[src/rtl/ucdp_sfifo_ext.sv]
// ucdp_sfifo_ext: single-clock FIFO with almost-full/almost-empty thresholds,
// optional registered read data, synchronous flush and sticky error flags.
//
// Ports:
//   src_clk_i, src_rst_an_i          clock, asynchronous low-active reset
//   dft_mode_*_i                     test control, no functional effect
//   flush_i                          synchronous clear of pointers and levels
//   wr_en_i, wr_data_i               write request and data
//   wr_full_o, wr_afull_o            full, level >= afull_p
//   wr_space_avail_o                 free entries
//   rd_en_i                          read request
//   rd_data_o, rd_valid_o            read data and its qualifier
//   rd_empty_o, rd_aempty_o          empty, level <= aempty_p
//   rd_data_avail_o                  stored entries
//   ovf_o, udf_o, err_clr_i          sticky overflow/underflow and their clear
module ucdp_sfifo_ext #(
    parameter int dwidth_p = 8,
    parameter int depth_p  = 4,
    parameter int awidth_p = $clog2(depth_p + 1),
    parameter int afull_p  = depth_p - 1,
    parameter int aempty_p = 1,
    parameter bit outreg_p = 1'b0
) (
    input  logic                src_clk_i,
    input  logic                src_rst_an_i,
    input  logic                dft_mode_test_mode_i,
    input  logic                dft_mode_scan_mode_i,
    input  logic                dft_mode_scan_shift_i,
    input  logic                dft_mode_mbist_mode_i,
    input  logic                flush_i,
    input  logic                wr_en_i,
    input  logic [dwidth_p-1:0] wr_data_i,
    output logic                wr_full_o,
    output logic                wr_afull_o,
    output logic [awidth_p-1:0] wr_space_avail_o,
    input  logic                rd_en_i,
    output logic [dwidth_p-1:0] rd_data_o,
    output logic                rd_valid_o,
    output logic                rd_empty_o,
    output logic                rd_aempty_o,
    output logic [awidth_p-1:0] rd_data_avail_o,
    output logic                ovf_o,
    output logic                udf_o,
    input  logic                err_clr_i
);
    localparam int pwidth_c = $clog2(depth_p);
    localparam logic [pwidth_c-1:0] ptr_last_c = pwidth_c'(depth_p - 1);
    localparam logic [awidth_p-1:0] depth_c = awidth_p'(depth_p);
    localparam logic [awidth_p-1:0] afull_c = awidth_p'(afull_p);
    localparam logic [awidth_p-1:0] aempty_c = awidth_p'(aempty_p);

    logic [dwidth_p-1:0] mem_q [depth_p];
    logic [pwidth_c-1:0] wr_ptr_q, wr_ptr_d, rd_ptr_q, rd_ptr_d;
    logic [awidth_p-1:0] load_q, load_d, space_q;
    logic full_q, empty_q, afull_q, aempty_q, ovf_q, ovf_d, udf_q, udf_d;
    logic wr_acc, rd_acc;
    logic unused_dft;

    assign unused_dft = &{dft_mode_test_mode_i, dft_mode_scan_mode_i,
                          dft_mode_scan_shift_i, dft_mode_mbist_mode_i};

    // A write into a full FIFO is fine when a read frees a slot in the same cycle.
    assign wr_acc = wr_en_i & (~full_q | rd_en_i) & ~flush_i;
    assign rd_acc = rd_en_i & ~empty_q & ~flush_i;

    always_comb begin
        load_d   = flush_i ? '0
                 : (wr_acc & ~rd_acc) ? load_q + 1'b1
                 : (rd_acc & ~wr_acc) ? load_q - 1'b1
                 : load_q;
        // Pointers wrap explicitly so non-power-of-2 depths work.
        wr_ptr_d = flush_i ? '0 : ~wr_acc ? wr_ptr_q
                 : (wr_ptr_q == ptr_last_c) ? '0 : wr_ptr_q + 1'b1;
        rd_ptr_d = flush_i ? '0 : ~rd_acc ? rd_ptr_q
                 : (rd_ptr_q == ptr_last_c) ? '0 : rd_ptr_q + 1'b1;
        // A new error event outranks a simultaneous clear.
        ovf_d    = (wr_en_i & full_q & ~rd_en_i & ~flush_i) | (ovf_q & ~err_clr_i);
        udf_d    = (rd_en_i & empty_q & ~flush_i) | (udf_q & ~err_clr_i);
    end

    always_ff @(posedge src_clk_i or negedge src_rst_an_i) begin
        if (!src_rst_an_i) begin
            wr_ptr_q <= '0;
            rd_ptr_q <= '0;
            load_q   <= '0;
            space_q  <= depth_c;
            full_q   <= 1'b0;
            empty_q  <= 1'b1;
            afull_q  <= 1'b0;
            aempty_q <= 1'b1;
            ovf_q    <= 1'b0;
            udf_q    <= 1'b0;
        end else begin
            wr_ptr_q <= wr_ptr_d;
            rd_ptr_q <= rd_ptr_d;
            load_q   <= load_d;
            space_q  <= depth_c - load_d;
            full_q   <= load_d == depth_c;
            empty_q  <= load_d == '0;
            afull_q  <= load_d >= afull_c;
            aempty_q <= load_d <= aempty_c;
            ovf_q    <= ovf_d;
            udf_q    <= udf_d;
        end
    end

    always_ff @(posedge src_clk_i) begin
        if (wr_acc) mem_q[wr_ptr_q] <= wr_data_i;
    end

    if (outreg_p) begin : g_outreg
        logic [dwidth_p-1:0] rd_data_q;
        logic                rd_valid_q;
        always_ff @(posedge src_clk_i or negedge src_rst_an_i) begin
            if (!src_rst_an_i) begin
                rd_data_q  <= '0;
                rd_valid_q <= 1'b0;
            end else begin
                rd_valid_q <= rd_acc;
                if (rd_acc) rd_data_q <= mem_q[rd_ptr_q];
            end
        end
        assign rd_data_o  = rd_data_q;
        assign rd_valid_o = rd_valid_q;
    end else begin : g_showahead
        assign rd_data_o  = mem_q[rd_ptr_q];
        assign rd_valid_o = ~empty_q;
    end

    assign wr_full_o        = full_q;
    assign wr_afull_o       = afull_q;
    assign wr_space_avail_o = space_q;
    assign rd_empty_o       = empty_q;
    assign rd_aempty_o      = aempty_q;
    assign rd_data_avail_o  = load_q;
    assign ovf_o            = ovf_q;
    assign udf_o            = udf_q;
endmodule

[config.mk]
export PLATFORM = sky130hd
export DESIGN_NAME = ucdp_sfifo_ext
export DESIGN_NICKNAME = d
export VERILOG_FILES = /design/src/rtl/ucdp_sfifo_ext.sv
export SDC_FILE = /design/constraint.sdc
export NUM_CORES = 1
export LEC_CHECK = 0
export ABC_CLOCK_PERIOD_IN_PS = 2530
export CAP_MARGIN = 10
export CORE_ASPECT_RATIO = 0.8
export CORE_MARGIN = 4
export CORE_UTILIZATION = 47
export CTS_CLUSTER_DIAMETER = 100
export DETAILED_ROUTE_END_ITERATION = 12
export GPL_ROUTABILITY_DRIVEN = 0
export PLACE_DENSITY_LB_ADDON = 0.08
export SLEW_MARGIN = 20
export SYNTH_ARGS = -nofsm -noshare
export SYNTH_HDL_FRONTEND = slang
export SYNTH_SLANG_ARGS = --single-unit
[constraint.sdc]
create_clock -name src_clk_i -period 2.53 [get_ports src_clk_i]
set_clock_uncertainty 0.1 [all_clocks]
set_input_delay 0.506 -clock src_clk_i [delete_from_list [all_inputs] [get_ports src_clk_i]]
set_output_delay 0.506 -clock src_clk_i [all_outputs]
set_load 0.01 [all_outputs]
# Word level (Yosys, flattened, before mapping)
# Memory sizes are Yosys's and may differ from the RTL's.
# Cells that the tools add are included.
# classes
n_div,0
addsub,5
n_mux,11
n_reduce_logical,3
n_bitwise,23
multipliers,0
magnitude_cmp,2
eq_ne,3
shift,0
# op_table
op,count
1-bit bitwise AND,13
2-bit two-way mux,6
3-bit two-way mux,3
1-bit NOT,7
"2-bit by 1-bit adder with 2-bit output, second input constant",2
"2-bit == test, second input constant",2
2-bit nonzero test,2
"3-bit by 1-bit adder with 3-bit output, second input constant",1
"3-bit == test, second input constant",1
"3-bit by 2-bit >= comparator with 1-bit output, second input constant",1
"3-bit by 1-bit <= comparator with 1-bit output, second input constant",1
3-bit logical NOT,1
1-bit bitwise OR,3
"3-bit by 1-bit subtractor with 3-bit output, second input constant",1
"3-bit subtractor, first input constant",1
1-bit two-way mux,2
# totals
elab_cells,58
latchBits,0
romBits,0
mem_bits_rw,32
ff_bits,16
memories,1
inputBits,18
output_inout_bits,21
# mem_list
name,words,word_bits,read_ports,rd_ports_with_merged_regs,write_ports,line,text
mem_q,4,8,1,0,1,52,logic [dwidth_p-1:0] mem_q [depth_p];

# Logic depth before layout (Yosys ltp)
# depth
ltp_word,10
depth_mapped,9
mapped_depth_nobuf,8

# Worst setup path after synthesis
# No wires, ideal clock.
# synth_timing
kind,input -> register
startpoint,in rd_en_i
endpoint,"reg afull_q, in the netlist wr_afull_o"
setup_time_ps,124
t_required_ps,2306
t_arrival_ps,1932
slack_ps,374
n_path_buf,0
stages,8
cell_sequence,or4b_1 o211ai_2 xnor2_1 and2_1 ha_1 inv_1 o41ai_1 a211o_1
# synth_via
elab_chain_len,9
word_cells_on_any_way,13
cone_classes,order compare: 1; mux: 3; bitwise: 9
# synth_rtl
item,line,text
"start, declared",36,"input logic rd_en_i,"
1-bit bitwise OR,63,assign wr_acc = wr_en_i & (~full_q | rd_en_i) & ~flush_i;
1-bit bitwise AND (2 in a row),63,
1-bit NOT,n/a,
1-bit bitwise AND,69,: (rd_acc & ~wr_acc) ? load_q - 1'b1
3-bit two-way mux,69,
3-bit two-way mux (*),68,: (wr_acc & ~rd_acc) ? load_q + 1'b1
3-bit two-way mux (*),67,load_d = flush_i ? '0
net load_d[0],54,"logic [awidth_p-1:0] load_q, load_d, space_q;"
3-bit by 2-bit >= comparator with 1-bit output (*),100,afull_q <= load_d >= afull_c;
"end signal, assigned",100,
"end, declared",55,"logic full_q, empty_q, afull_q, aempty_q, ovf_q, ovf_d, udf_q, udf_d;"
# Mark *: on every way through the listed nets, which the timed path passes. The rest lies on a longest branch.
# A chain may end at the register's enable or synchronous reset.

# Worst setup path after layout
# Ends and elaborated chain as after synthesis.

==> flow_metrics.tcl <==
set metrics [dict create \
    status "finished, final reports clean" \
    synth_top_family_by_area "multiplexers" \
    p_total_mw 2.12 \
    grt_setup_unrepaired "no" \
    p_int_mw 1.55 \
    syn-num-nets 161 \
    cts.sinks 47 \
    crit_fanout 4 \
    core_mm2 0.00423 \
    cp-end-kind "flip-flop" \
    drive_gt1_frac 0.242 \
    ys_top_cells_by_area "edfxtp_1, dfrtp_1, mux4_2, ha_1, dfstp_2" \
    synth_compound_area_frac 0.0634 \
    slew_viol_final 0 \
    p_sw_mw 0.565 \
    yosys.area.top_type "edfxtp_1" \
    layout_common_cells "edfxtp_1, clkdlybuf4s50_1, buf_4, dfrtp_1" \
    final_cells 243 \
    ant_nets 0 \
    syn_avg_cell_area_um2 15.8 \
    wl_per_cell_um 16.4 \
    worst_pin_slew_ns 0.730 \
    initial_core_util 0.494 \
    seq_power_share 0.456 \
    p_leak_nw 1.09 \
    die-area_mm2 0.00559 \
    io_pins 39 \
    drt_iter0_markers 51 \
    areaGrowthSynthToFinish_pct 30.8 \
    layout_commonest_cell "edfxtp_1" \
    powerDensity_mw_per_mm2 775 \
    fin_tns_setup_ns 0 \
    period_share 0.960 \
    die_h_um 67.7 \
    synthAdderAreaFrac 0.0658 \
    setup_viol_count_final 0 \
    critical_path.startpoint_type "input pin" \
    synth_simple_gate_area_share 0.0892 \
    fmax_mhz 412 \
    grt_usage 0.166 \
    ctsHoldBuffers 0 \
    ys_ff_latch 47 \
    grt-ovfl-total 0 \
    yosys.cell_types.count 39 \
    cts_tree "yes" \
    io_buffers 34 \
    hold_viol 0 \
    layout_setup_ws_ns 0.100 \
    grt_pass1_wl_mm 6.69 \
    antenna_found_initial 0 \
    r2r_cells 7 \
    num_antenna_cells 0 \
    grt_max_degree 16 \
    syn_area_mm2 0.00209 \
    p_sw_frac 0.267 \
    place_area_mm2 0.00260 \
    hold_depth 2 \
    synthCells 132 \
    fin_area_mm2 0.00273 \
    synthXorXnorAreaFrac 0.0126 \
    ys_seq_area_frac 0.641 \
    post_cts_buffers 0 \
    fin_nets 214 \
    grt_pass1_vias 1362 \
    max-cap-violations 0 \
    critical_path_required_ns 2.61 \
    yosys_warnings 0 \
    path_class "in -> reg" \
    numCtsBuffers 5 \
    die_x_um 82.6 \
    yosysTopAreaCellShare 0.460 \
    clk_pin_slew_ns 0.09 \
    first_pass_iters 4 \
    layout_min_cycle_time_ns 2.43 \
    clock_latency_ns 0.29 \
    rows 21 \
    finalWirelength_mm 3.99 \
    clockPowerShare 0.255 \
    power_frac_comb 0.289 \
    hold_class "reg -> reg" \
    place_ws_ns -0.226 \
    slew_headroom 0.512 \
    vias_per_cell 5.15 \
    synthMuxAreaShare 0.0934 \
    htreeDepth 2 \
    dp.cells 235 \
    vias 1252 \
    route.detailed.drc 0 \
    clockBufferDepth 2 \
    cts-root-buf "clkbuf_8" \
    peakVddDrop_mv 0.441 \
    crit_arrival_ns 2.51 \
    dp_hpwl_mm 3.01 \
]
==> sequential cells by signal, indices dropped and copies added, names as in the netlist <==
signal            flops
rd_ptr_q              2
wr_afull_o            1
rd_empty_o            1
wr_ptr_q              2
rd_aempty_o           1
wr_space_avail_o      3
rd_data_avail_o       2
mem_q                32
wr_full_o             1
udf_o                 1
ovf_o                 1
==> critical path, cell delays in order <==
cell             delay (ns)
clkdlybuf4s50_1        0.45
or4b_4                 0.55
o211ai_2               0.11
xnor2_1                0.11
and2_1                 0.20
ha_1                   0.20
inv_1                  0.05
o41ai_1                0.07
a211o_1                0.28
==> per-stage QoR <==
step | hold slack (ns) | util
after floorplan | 0.110 | -
after global placement | 0.424 | 0.614
after detailed placement | 0.442 | 0.614
after CTS | 0.456 | 0.641
after global routing | 0.492 | 0.646
final | 0.448 | 0.646
==> Yosys cell counts, drive strengths merged <==
master and n:
a211o 2, a21o 1, a21oi 3, a311oi 1
a31o 1, a31oi 1, a41oi 1, and2 1
and2b 1, and3 5, and4bb 1, buf 3
clkbuf 2, dfrtp 12, dfstp 3, edfxtp 32
ha 11, inv 11, mux2 1, mux4 8
nand2 7, nand2b 3, nand3 1, nand3b 1
nor2 4, nor2b 2, nor3 1, o211ai 2
o22ai 2, o41ai 1, or3 2, or3b 1
or4b 1, xnor2 2, xor2 1
==> repair_timing <==
item,4_1_cts,5_1_grt
gates resized for setup,0,7
hold endpoints to repair,0,0
setup endpoints to repair,0,4
==> layout make-up <==
type	instances	area, µm²
Clock buffer	5	68.8
Clock inverter	3	43.8
Fill cell	327	1500
Inverter	11	41.3
Multi-Input combinational cell	69	691
Sequential cell	47	1340
Tap cell	57	71.3
Timing Repair Buffer	51	478
==> final timing paths <==
kind,start,endpoint,slack (ns)
worst max-delay path,rd_en_i,wr_afull_o$_DFF_PN0_,0.10
worst min-delay path,udf_o$_DFF_PN0_,udf_o$_DFF_PN0_,0.45
worst max register to register,wr_space_avail_o[0]$_DFF_PN0_,rd_aempty_o$_DFF_PN1_,0.28
worst min register to register,udf_o$_DFF_PN0_,udf_o$_DFF_PN0_,0.45
max in group asynchronous,src_rst_an_i,wr_ptr_q[1]$_DFFE_PN0P_,1.33
min in group asynchronous,src_rst_an_i,wr_space_avail_o[0]$_DFF_PN0_,0.54
==> kinds of logic after synthesis <==
| group | count (synthesis) |
|---|---|
| buffers and inverters | 16 |
| adder cells (fa/ha/maj) | 11 |
| AO/OA/AOI/OAI | 15 |
| flip-flops | 47 |
| XOR/XNOR | 3 |
| AND/OR/NAND/NOR | 31 |
| multiplexers | 9 |
==> per-layer routing <==
| layer | track usage | routed length, µm |
|---|---|---|
| met2 | 0.276 | 1970 |
| met1 | 0.217 | 1830 |
| met3 | 0.0440 | 166 |
| met4 | 0.0429 | 17 |
| met5 | 0 | 0 |
==> power by group through the flow <==
stage / clock network (mW) / logic, mW / registers (mW)
floorplan: 0 / 0.293 / 0.993
global placement: 0 / 0.599 / 0.977
detailed placement: 0 / 0.615 / 0.983
CTS: 0.549 / 0.619 / 0.966
global route: 0.584 / 0.679 / 0.978
finish: 0.540 / 0.613 / 0.967
(Power assumes the default switching activity.)
